[src/rtl/if_hazard_ctrl.sv]
// ID-stage fetch controller: load-use interlock against a shadow ID/EX record,
// BEQ/BNE/BLT/BGE/BLTU/BGEU/JAL resolution in ID, wrong-path squash, stall/flush counters.
module if_hazard_ctrl #(
  parameter int unsigned XLEN         = 32,
  parameter int unsigned FLUSH_CYCLES = 1,
  parameter int unsigned CNT_W        = 16
) (
  input  logic            clock,
  input  logic            reset,
  input  logic [XLEN-1:0] pc_in,
  input  logic [31:0]     instruction_in,
  input  logic [XLEN-1:0] rs1_data,
  input  logic [XLEN-1:0] rs2_data,
  output logic            pc_load,
  output logic            if_id_load,
  output logic            mux3_selector,
  output logic [XLEN-1:0] pc_branch_in,
  output logic            id_bubble,
  output logic [CNT_W-1:0] stall_count,
  output logic [CNT_W-1:0] flush_count
);

  localparam logic [6:0] OP_LOAD   = 7'b0000011;
  localparam logic [6:0] OP_STORE  = 7'b0100011;
  localparam logic [6:0] OP_BRANCH = 7'b1100011;
  localparam logic [6:0] OP_IMM    = 7'b0010011;
  localparam logic [6:0] OP_REG    = 7'b0110011;
  localparam logic [6:0] OP_JALR   = 7'b1100111;
  localparam logic [6:0] OP_JAL    = 7'b1101111;

  typedef enum logic {
    RUN,
    SQUASH
  } state_e;

  state_e           state_q, state_d;
  logic [2:0]       sq_cnt_q, sq_cnt_d;
  logic             ex_mem_read_q, ex_mem_read_d;
  logic [4:0]       ex_rd_q, ex_rd_d;
  logic [CNT_W-1:0] stall_cnt_q, stall_cnt_d;
  logic [CNT_W-1:0] flush_cnt_q, flush_cnt_d;

  logic [6:0]      opcode;
  logic [4:0]      rd, rs1, rs2;
  logic [2:0]      funct3;
  logic            uses_rs1, uses_rs2, hazard, br_cond, taken;
  logic [XLEN-1:0] imm_b, imm_j, target;
  logic            stall_inc, flush_inc;

  assign opcode = instruction_in[6:0];
  assign rd     = instruction_in[11:7];
  assign funct3 = instruction_in[14:12];
  assign rs1    = instruction_in[19:15];
  assign rs2    = instruction_in[24:20];

  assign uses_rs1 = opcode inside {OP_LOAD, OP_STORE, OP_BRANCH, OP_IMM, OP_REG, OP_JALR};
  assign uses_rs2 = opcode inside {OP_STORE, OP_BRANCH, OP_REG};

  assign hazard = ex_mem_read_q && (ex_rd_q != '0) &&
                  ((uses_rs1 && (rs1 == ex_rd_q)) || (uses_rs2 && (rs2 == ex_rd_q)));

  assign imm_b = {{(XLEN-12){instruction_in[31]}}, instruction_in[7],
                  instruction_in[30:25], instruction_in[11:8], 1'b0};
  assign imm_j = {{(XLEN-20){instruction_in[31]}}, instruction_in[19:12],
                  instruction_in[20], instruction_in[30:21], 1'b0};

  always_comb begin
    br_cond = 1'b0;
    case (funct3)
      3'b000:  br_cond = (rs1_data == rs2_data);
      3'b001:  br_cond = (rs1_data != rs2_data);
      3'b100:  br_cond = ($signed(rs1_data) <  $signed(rs2_data));
      3'b101:  br_cond = ($signed(rs1_data) >= $signed(rs2_data));
      3'b110:  br_cond = (rs1_data <  rs2_data);
      3'b111:  br_cond = (rs1_data >= rs2_data);
      default: br_cond = 1'b0;
    endcase
  end

  assign taken  = (opcode == OP_JAL) || ((opcode == OP_BRANCH) && br_cond);
  assign target = pc_in + ((opcode == OP_JAL) ? imm_j : imm_b);

  always_comb begin
    state_d       = state_q;
    sq_cnt_d      = sq_cnt_q;
    ex_mem_read_d = ex_mem_read_q;
    ex_rd_d       = ex_rd_q;
    stall_inc     = 1'b0;
    flush_inc     = 1'b0;
    pc_load       = 1'b1;
    if_id_load    = 1'b1;
    mux3_selector = 1'b0;
    pc_branch_in  = '0;
    id_bubble     = 1'b0;

    case (state_q)
      RUN: begin
        if (hazard) begin
          // Branch evaluation waits: operands become forwardable next cycle.
          pc_load       = 1'b0;
          if_id_load    = 1'b0;
          id_bubble     = 1'b1;
          ex_mem_read_d = 1'b0;
          ex_rd_d       = '0;
          stall_inc     = 1'b1;
        end else begin
          ex_mem_read_d = (opcode == OP_LOAD);
          ex_rd_d       = rd;
          if (taken) begin
            mux3_selector = 1'b1;
            pc_branch_in  = target;
            state_d       = SQUASH;
            sq_cnt_d      = 3'(FLUSH_CYCLES);
            flush_inc     = 1'b1;
          end
        end
      end
      SQUASH: begin
        id_bubble     = 1'b1;
        ex_mem_read_d = 1'b0;
        ex_rd_d       = '0;
        sq_cnt_d      = sq_cnt_q - 3'd1;
        if (sq_cnt_q == 3'd1) state_d = RUN;
      end
      default: state_d = RUN;
    endcase

    if (reset) begin
      pc_load       = 1'b1;
      if_id_load    = 1'b1;
      mux3_selector = 1'b0;
      pc_branch_in  = '0;
      id_bubble     = 1'b0;
    end
  end

  assign stall_cnt_d = (stall_inc && (stall_cnt_q != '1)) ? stall_cnt_q + CNT_W'(1) : stall_cnt_q;
  assign flush_cnt_d = (flush_inc && (flush_cnt_q != '1)) ? flush_cnt_q + CNT_W'(1) : flush_cnt_q;

  always_ff @(posedge clock or posedge reset) begin
    if (reset) begin
      state_q       <= RUN;
      sq_cnt_q      <= '0;
      ex_mem_read_q <= 1'b0;
      ex_rd_q       <= '0;
      stall_cnt_q   <= '0;
      flush_cnt_q   <= '0;
    end else begin
      state_q       <= state_d;
      sq_cnt_q      <= sq_cnt_d;
      ex_mem_read_q <= ex_mem_read_d;
      ex_rd_q       <= ex_rd_d;
      stall_cnt_q   <= stall_cnt_d;
      flush_cnt_q   <= flush_cnt_d;
    end
  end

  assign stall_count = stall_cnt_q;
  assign flush_count = flush_cnt_q;

endmodule

[config.mk]
export PLATFORM = sky130hd
export DESIGN_NAME = if_hazard_ctrl
export DESIGN_NICKNAME = d
export VERILOG_FILES = /design/src/rtl/if_hazard_ctrl.sv
export SDC_FILE = /design/constraint.sdc
export NUM_CORES = 1
export LEC_CHECK = 0
export CORE_MARGIN = 2
export CORE_UTILIZATION = 45
export CTS_BUF_LIST = sky130_fd_sc_hd__clkbuf_4
export CTS_CLUSTER_DIAMETER = 80
export DETAILED_ROUTE_END_ITERATION = 16
export PLACE_DENSITY = 0.83
export RECOVER_POWER = 50
export SLEW_MARGIN = 30
export SYNTH_ARGS = -nofsm -noshare
export SYNTH_HDL_FRONTEND = slang
export SYNTH_SLANG_ARGS = --single-unit
[constraint.sdc]
create_clock -name clock -period 6.7 [get_ports clock]
set_input_delay 1.34 -clock clock [delete_from_list [all_inputs] [get_ports clock]]
set_output_delay 1.34 -clock clock [all_outputs]
set_load 0.01 [all_outputs]
==> flow_summary.json, run 1 <==
{
  "status": "complete, but fails checks",
  "violations": "capacitance limit, slew limit",
  "arrival_ns": 5.25,
  "worstPathCellList": "clkdlybuf4s50_1 -> nand3b_1 -> nor3_2 -> buf_4 -> mux2_2 -> ha_1 -> a21o_1 -> a21o_1 -> a21oi_1 -> o311a_1 -> buf_4 -> o21bai_1 -> a211oi_1 -> nor2_1 -> or4b_1 -> a31oi_1 -> clkdlybuf4s15_1",
  "critPathCaptureType": "output pin",
  "layout_setup_ws_ns": 0.109,
  "ff_latch_area_mm2": 0.00105,
  "synth_top_flop_cell": "dfrtp_1",
  "async_flop_share": 1.00,
  "max_stage_delay_ns": 0.46,
  "r2r_setup_slack_ns": 4.32,
  "crit_required_ns": 5.36,
  "power_leakage_nw": 3.49,
  "synth_edf_count": 0,
  "io_pins": 198,
  "hpwl_um": 12600,
  "max_clock_freq_mhz": 152,
  "clk_pin_slew_ns": 0.14,
  "grt_pass1_wl_um": 24500,
  "fin_crit_ns": 6.59,
  "nFillCells": 818,
  "hp-class": "reg2reg",
  "cp_max_fo": 4,
  "fin_skew_ns": 0.00850,
  "clockBufferDepth": 2,
  "antenna_found_initial": 0,
  "postLayoutCellArea_mm2": 0.00728,
  "rr_startpoint": "ex_rd_q[3]$_DFF_PP0_",
  "relSlewSlack": -0.492,
  "power_uw": 875,
  "routed_via_density": 5.58,
  "synth-seq-cells": 42,
  "p_per_area_mw_per_mm2": 120,
  "synth_cells": 583,
  "min_to": "stall_count[6]$_DFFE_PP0P_",
  "r2r.worst_path.cells": 9,
  "area_growth_pct": 50.3,
  "wl_per_cell_um": 16.0,
  "avgSynthCellArea_um2": 8.30,
  "synth_warnings": 0,
  "drcViolationCount": 0,
  "hold_viol": 0,
  "crit_family": "compound AO/OA/AOI/OAI gates",
  "final_nets": 999,
  "drtAntennaViolNets": 0,
  "place.gp.congestion": 0.902,
  "layout_commonest_cell": "clkdlybuf4s50_1",
  "maxSlewViolCount": 43,
  "grt_max_degree": 43,
  "via_count": 5240,
  "core_mm2": 0.0104,
  "htreeDepth": 2,
  "vdd_drop_max_mv": 0.0877,
  "syn-num-nets": 780,
  "die_w_um": 108,
  "holdBufCountCts": 0,
  "dr.pass1.iters": 5,
  "cts_tree": "done",
  "grt_overflow": 0,
  "cts.sinks": 42,
  "tns_ns": 0,
  "grt_pass1_vias": 5306,
  "rsz0062_at_grt": "yes",
  "fp.dieH_um": 108,
  "synth_area_mm2": 0.00484,
  "ys_types": 66,
  "finalCritPeriodShare": 0.984,
  "hold_path_depth": 1,
  "synth_seq_area_share": 0.217,
  "start_kind": "input port",
  "num_rows": 37,
  "diodes": 0,
  "worstSkewPairLatency_ns": 0.36,
  "io_buffers": 197,
  "final_cell_mix": "clkdlybuf4s50_1 (156), ha_1 (66), nor2_1 (55)",
  "setup-violations-final": 0,
  "placed_area_mm2": 0.00714,
  "numCtsBuffers": 5,
  "tightest_slew_ns": 2.24,
  "drv_cap": 1,
  "gr-usage-all-layers": 0.258,
  "drt_iter0_markers": 183,
  "drive_gt1_frac": 0.0984,
  "cts_root_buf": "clkbuf_4",
  "start_util": 0.467,
  "holdWs_ns": 0.498,
  "crit_slowest_cell": "or4b_1",
  "drt_wl_total_um": 15000,
  "critPathBufInv": 4,
  "post-place-ws_ns": -0.151,
  "hp-start": "stall_count[6]$_DFFE_PP0P_",
  "multi_input_area_mm2": 0.00359,
  "r2r_end": "stall_count[15]$_DFFE_PP0P_",
  "path_class": "in2out",
  "die_area_mm2": 0.0116
}
[synthesized netlist by cell type, drive strengths merged (8+ instances only)]
| cell | instances | area share |
|---|---|---|
| inv | 49 | 0.038 |
| nand4 | 20 | 0.027 |
| clkbuf | 8 | 0.0062 |
| a21oi | 35 | 0.037 |
| ha | 66 | 0.17 |
| nor3 | 25 | 0.030 |
| nor4 | 10 | 0.028 |
| a21o | 22 | 0.034 |
| and3 | 12 | 0.016 |
| nor2 | 55 | 0.043 |
| nand2 | 39 | 0.030 |
| nand3 | 25 | 0.027 |
| o21ai | 20 | 0.024 |
| xor2 | 30 | 0.054 |
| dfrtp | 42 | 0.22 |
| xnor2 | 27 | 0.049 |
| mux2 | 11 | 0.026 |
[area by class of cell]
cell class / instances / area share
tap: 136 / 0.0234
clock buffer: 5 / 0.00516
clock inverter: 3 / 0.00619
inverter: 49 / 0.0253
multi-input combinational: 478 / 0.493
sequential: 42 / 0.144
timing repair buffer: 226 / 0.302
[state kept, by name, summed over array words and instances (netlist names)]
register / cells
flush_count: 16
stall_count: 16
ex_rd_q: 5
sq_cnt_q: 3
ex_mem_read_q: 1
state_q: 1
[metal layers]
layer | global-route usage | routed length [um]
met1 | 0.283 | 5630
met2 | 0.489 | 7810
met3 | 0.0630 | 1210
met4 | 0.0733 | 356
met5 | 0 | 0
[per-stage QoR]
step | utilization | instances
final | 0.702 | 939
after global routing | 0.702 | 939
after CTS | 0.696 | 937
after detailed placement | 0.688 | 929
after global placement | 0.688 | 929
after floorplan | - | 583
[power breakdown]
part | internal, mW | total, mW | switching [mW]
sequential | 0.275 | 0.303 | 0.0277
clock | 0.0783 | 0.169 | 0.0903
combinational | 0.213 | 0.403 | 0.190
[what timing repair did]
item | 4_1_cts | 5_1_grt
pin swaps | 0 | 3
setup buffers | 0 | 2
setup endpoints to repair | 4 | 12
resized for setup | 4 | 17
[cells by family (layout without fill, tap and decap cells)]
kind of cell | after synthesis | in the layout | synth area share
buf+inv | 63 | 283 | 0.0522
fa+ha+maj | 67 | 67 | 0.175
mux | 12 | 12 | 0.0284
compound gates | 120 | 120 | 0.169
simple gates | 222 | 222 | 0.255
flops | 42 | 42 | 0.217
xor+xnor | 57 | 57 | 0.103
[how the worst max path moves through the flow]
stage	start	to	slack (ns)	cells after the start
3_3_place_gp	instruction_in[6]	pc_branch_in[30]	-0.03	16
4_1_cts	instruction_in[6]	pc_branch_in[30]	-0.09	16
5_1_grt	instruction_in[6]	pc_branch_in[16]	-0.04	17
2_1_floorplan	instruction_in[4]	pc_branch_in[31]	0.47	16
6_report	instruction_in[4]	pc_branch_in[16]	0.11	17
3_5_place_dp	instruction_in[4]	pc_branch_in[30]	-0.15	16
No activity file was read; power rests on OpenSTA's default activity.
==> run 2, diff against run 1 <==
Settings changed: CORE_MARGIN 2 to 4, SKIP_LAST_GASP from default to 1.
==> run 2 against run 1 <==
  * The run still ends with capacitance limit, slew limit left
  * Final cell count down 0.53%
  * Critical path type unchanged
  * Via count fell by 0.78%
  * Largest cell class unchanged
  * Sequential share of layout area barely moved
  * Hold slack worse by 0.0038 ns
==> flow_summary.json, run 2 (same netlist as run 1, synthesis figures left out) <==
{
  "drt_wl_total_um": 15000,
  "final_cell_mix": "clkdlybuf4s50_1 (158), ha_1 (65), nor2_1 (55)",
  "crit_required_ns": 5.36,
  "max_clock_freq_mhz": 153,
  "layout_setup_ws_ns": 0.174,
  "critPathCaptureType": "output pin",
  "power.switching_uw": 305,
  "post-place-ws_ns": -0.0352,
  "r2r.worst_path.cells": 8,
  "die_area_mm2": 0.0125,
  "grt_pass1_wl_um": 24300,
  "gr-usage-all-layers": 0.231,
  "holdWs_ns": 0.494,
  "p_sw_frac": 0.348,
  "diodes": 0,
  "intPower_uw": 573,
  "post_cts_buffers": 0,
  "die_w_um": 112,
  "start_util": 0.465,
  "finalCritPeriodShare": 0.974,
  "power_leakage_nw": 3.52,
  "numCtsBuffers": 5,
  "p_clk_frac": 0.195,
  "cp_max_fo": 12,
  "htreeDepth": 2,
  "worstSkewPairLatency_ns": 0.37,
  "cts.sinks": 42,
  "place.gp.congestion": 0.870,
  "arrival_ns": 5.19,
  "fin_crit_ns": 6.53,
  "routed_via_density": 5.57,
  "antenna_found_initial": 0,
  "dr.pass1.iters": 5,
  "wl_per_cell_um": 16.0,
  "hold_viol": 0,
  "status": "complete, but fails checks",
  "grt_overflow": 0,
  "cts_tree": "done",
  "power_frac_comb": 0.460,
  "core_mm2": 0.0104,
  "drcViolationCount": 0,
  "drv_cap": 1,
  "drtAntennaViolNets": 0,
  "path_class": "in2out",
  "fp.dieH_um": 112,
  "hold_path_depth": 1,
  "p_per_area_mw_per_mm2": 121,
  "area_growth_pct": 50.4,
  "crit_slowest_cell": "clkdlybuf4s50_1",
  "worstPathCellList": "clkdlybuf4s50_1 -> nand3b_1 -> nor3_2 -> buf_4 -> buf_6 -> mux2_2 -> ha_1 -> a21o_1 -> a21oi_1 -> o211ai_1 -> a21oi_2 -> o21ai_4 -> a21oi_2 -> a21oi_2 -> buf_4 -> o21a_1 -> nor3_1 -> clkdlybuf4s50_1",
  "clockBufferDepth": 2,
  "layout_commonest_cell": "clkdlybuf4s50_1",
  "cts_root_buf": "clkbuf_4",
  "maxSlewViolCount": 43,
  "hp-class": "reg2reg",
  "grt_max_degree": 43,
  "final_nets": 994,
  "via_count": 5199,
  "holdBufCountCts": 0,
  "io_pins": 198,
  "start_kind": "input port",
  "violations": "capacitance limit, slew limit",
  "clk_pin_slew_ns": 0.15,
  "relSlewSlack": -0.483,
  "max_stage_delay_ns": 0.58,
  "hpwl_um": 12700,
  "finish.utilization": 0.699,
  "power_uw": 878,
  "fin_skew_ns": 0.0231,
  "drive_gt1_frac": 0.0952,
  "num_rows": 37,
  "tightest_slew_ns": 2.22,
  "io_buffers": 197,
  "drt_iter0_markers": 199,
  "grt_pass1_vias": 5341,
  "setup-violations-final": 0,
  "path_common_cell": "a21oi_2",
  "pwr-share-seq": 0.345,
  "vdd_drop_max_mv": 0.0765
}
run 2: power groups by stage:
stage / clock, mW / sequential (mW) / combinational (mW)
2_1_floorplan: 0 / 0.303 / 0.228
3_3_place_gp: 0 / 0.306 / 0.379
3_5_place_dp: 0 / 0.308 / 0.393
4_1_cts: 0.173 / 0.303 / 0.395
5_1_grt: 0.185 / 0.308 / 0.447
6_report: 0.171 / 0.303 / 0.403
run 2: metal layers:
metal  routed length, um  global-route usage  vias to the layer above
met3                 970              0.0370                       23
met1                6040               0.282                     2462
met4                 278              0.0633                        0
met2                7680               0.419                      194
li1                    -                   -                     2520
met5                   0                   0                        -
run 2: final timing paths:
check                                           start                           to  slack [ns]
min                        flush_count[8]$_DFFE_PP0P_   flush_count[8]$_DFFE_PP0P_        0.49
max reg2reg                      ex_rd_q[3]$_DFF_PP0_  flush_count[14]$_DFFE_PP0P_        3.82
max                                 instruction_in[6]             pc_branch_in[28]        0.17
min in group asynchronous                       reset   stall_count[3]$_DFFE_PP0P_        2.32
min reg2reg                flush_count[8]$_DFFE_PP0P_   flush_count[8]$_DFFE_PP0P_        0.49
max in group asynchronous                       reset   flush_count[1]$_DFFE_PP0P_        3.11
run 2: through the flow:
stage	TNS, ns	instance area, um2	instances
finish	0	7280	934
global route	-0.000804	7280	934
CTS	-0.0915	7200	934
detailed placement	-0.0781	7120	926
global placement	-0.00586	7120	926
floorplan	0	4840	583
run 2: repair_timing:
item,4_1_cts,5_1_grt
hold endpoints to repair,0,0
pin swaps,0,5
resized for setup,1,23
endpoints found under the setup margin,3,13
run 2: area by class of cell:
class / instances / area, um2
clock inverter: 2 / 37.5
inverter: 49 / 184
sequential: 42 / 1050
tap: 136 / 170
timing repair buffer: 221 / 2180
clock buffer: 6 / 45.0
multi-input combinational: 478 / 3610
fill: 878 / 3140
run 2: critical path: cells and delay by family:
family	cells	cell delay [ns]
buffers and inverters	5	1.54
muxes	1	0.34
adders and majority gates	1	0.29
and+or+nand+nor	3	0.44
AOI/OAI and AO/OA	8	1.22
==> run 3, diff against run 2 <==
Settings changed: CORE_MARGIN 4 to 2.
==> run 3 against run 2 <==
  * The flow still finishes with violations (capacitance limit, slew limit)
  * Global-route usage rose by 2.7 points
  * Clock power barely moved
  * Hold slack improved by 0.0038 ns
  * Combinational power barely moved
  * Wire length barely moved
  * Clock skew fell by 0.015 ns
  * Worst setup slack got worse by 0.14 ns
  * Largest cell class unchanged
  * Largest power group unchanged
==> flow_summary.json, run 3 (same netlist as run 1, synthesis figures left out) <==
{
  "p_clk_frac": 0.193,
  "min_to": "stall_count[6]$_DFFE_PP0P_",
  "hold_viol": 0,
  "tightest_slew_ns": 2.24,
  "layout_setup_ws_ns": 0.0365,
  "drcViolationCount": 0,
  "drv_cap": 1,
  "hpwl_um": 12600,
  "num_rows": 37,
  "hp-class": "reg2reg",
  "stdcell_count": 939,
  "routed_via_density": 5.59,
  "gr-usage-all-layers": 0.258,
  "place.gp.congestion": 0.902,
  "drive_gt1_frac": 0.0984,
  "cts_root_buf": "clkbuf_4",
  "hold_path_depth": 1,
  "drtAntennaViolNets": 0,
  "power.switching_uw": 308,
  "final_nets": 999,
  "post-place-ws_ns": -0.151,
  "rsz0062_at_grt": "yes",
  "start_util": 0.467,
  "dr.pass1.iters": 5,
  "holdWs_ns": 0.498,
  "diodes": 0,
  "fp.dieH_um": 108,
  "hp-start": "stall_count[6]$_DFFE_PP0P_",
  "r2r.worst_path.cells": 9,
  "worstSkewPairLatency_ns": 0.36,
  "rr_startpoint": "ex_rd_q[3]$_DFF_PP0_",
  "die_w_um": 108,
  "finalCritPeriodShare": 0.995,
  "io_buffers": 197,
  "dp.cells": 929,
  "maxSlewViolCount": 43,
  "setup-violations-final": 0,
  "drt_wl_total_um": 15000,
  "intPower_uw": 567,
  "cts_tree": "done",
  "crit_required_ns": 5.36,
  "antenna_found_initial": 0,
  "fin_crit_ns": 6.66,
  "grt_pass1_wl_um": 24500,
  "drt_iter0_markers": 185,
  "fin_skew_ns": 0.00850,
  "grt_overflow": 0,
  "cp_max_fo": 9,
  "grt_max_degree": 43,
  "core_mm2": 0.0104,
  "r2r_end": "stall_count[15]$_DFFE_PP0P_",
  "max_clock_freq_mhz": 150,
  "r2r_setup_slack_ns": 4.32,
  "start_kind": "input port",
  "final_cell_mix": "clkdlybuf4s50_1 (159), ha_1 (66), nor2_1 (55)",
  "htreeDepth": 2,
  "grt_pass1_vias": 5306,
  "holdBufCountCts": 0,
  "clk_pin_slew_ns": 0.14,
  "power_frac_comb": 0.461,
  "die_area_mm2": 0.0116,
  "clockBufferDepth": 2,
  "status": "complete, but fails checks",
  "io_pins": 198,
  "vdd_drop_max_mv": 0.0877,
  "layout_commonest_cell": "clkdlybuf4s50_1",
  "via_count": 5245,
  "relSlewSlack": -0.492,
  "power_uw": 875,
  "path_class": "in2out",
  "p_sw_frac": 0.352,
  "pwr-share-seq": 0.346,
  "critPathCaptureType": "output pin",
  "wl_per_cell_um": 16.0,
  "cts.sinks": 42,
  "p_per_area_mw_per_mm2": 120,
  "arrival_ns": 5.32,
  "violations": "capacitance limit, slew limit",
  "power_leakage_nw": 3.45,
  "numCtsBuffers": 5,
  "area_growth_pct": 50.2
}
[run 3: cell type report]
type                       instances  area (um2)
clock buffer                       5        37.5
clock inverter                     3        45.0
fill                             823        3100
inverter                          49         184
multi-input combinational        478        3590
sequential                        42        1050
tap                              136         170
timing repair buffer             226        2190
[run 3: metrics by stage]
stage,utilization,setup TNS [ns],area (um2)
6_report,0.701,0,7270
3_3_place_gp,0.688,-0.0404,7140
2_1_floorplan,-,0,4840
5_1_grt,0.701,-0.348,7270
4_1_cts,0.696,-0.0894,7220
3_5_place_dp,0.688,-0.358,7140
[run 3: what timing repair did]
action,in CTS,in global routing
setup endpoints to repair,4,12
pin swaps,0,3
buffers inserted,0,2
resized for setup,4,14
[run 3: worst max path at each step]
stage                       from          endpoint  slack, ns
2_1_floorplan  instruction_in[4]  pc_branch_in[31]       0.47
3_3_place_gp   instruction_in[6]  pc_branch_in[30]      -0.03
3_5_place_dp   instruction_in[4]  pc_branch_in[30]      -0.15
4_1_cts        instruction_in[6]  pc_branch_in[30]      -0.09
5_1_grt        instruction_in[6]  pc_branch_in[15]      -0.19
6_report       instruction_in[4]  pc_branch_in[15]       0.04
[run 3: critical path, stage by stage]
cell,delay [ns]
clkdlybuf4s50_1,0.43
nand3b_1,0.20
nor3_2,0.21
buf_4,0.17
buf_4,0.16
mux2_2,0.34
ha_1,0.33
o21a_1,0.18
o31a_1,0.11
o2111ai_2,0.20
a21boi_0,0.16
o21a_1,0.24
o21a_1,0.17
o21ai_0,0.17
a21boi_0,0.11
nor3_1,0.20
clkdlybuf4s50_1,0.57
[run 3: power groups by stage]
| stage | clock [mW] | combinational (mW) | sequential (mW) |
|---|---|---|---|
| final | 0.169 | 0.404 | 0.303 |
| after global placement | 0 | 0.376 | 0.306 |
| after detailed placement | 0 | 0.393 | 0.308 |
| after global routing | 0.184 | 0.450 | 0.307 |
| after CTS | 0.170 | 0.396 | 0.303 |
| after floorplan | 0 | 0.228 | 0.303 |
[run 3: metal layers]
metal / routed length, um / vias up / global-route usage
met2: 7770 / 199 / 0.489
li1: - / 2533 / -
met5: 0 / - / 0
met4: 394 / 0 / 0.0733
met3: 1170 / 40 / 0.0630
met1: 5650 / 2473 / 0.283
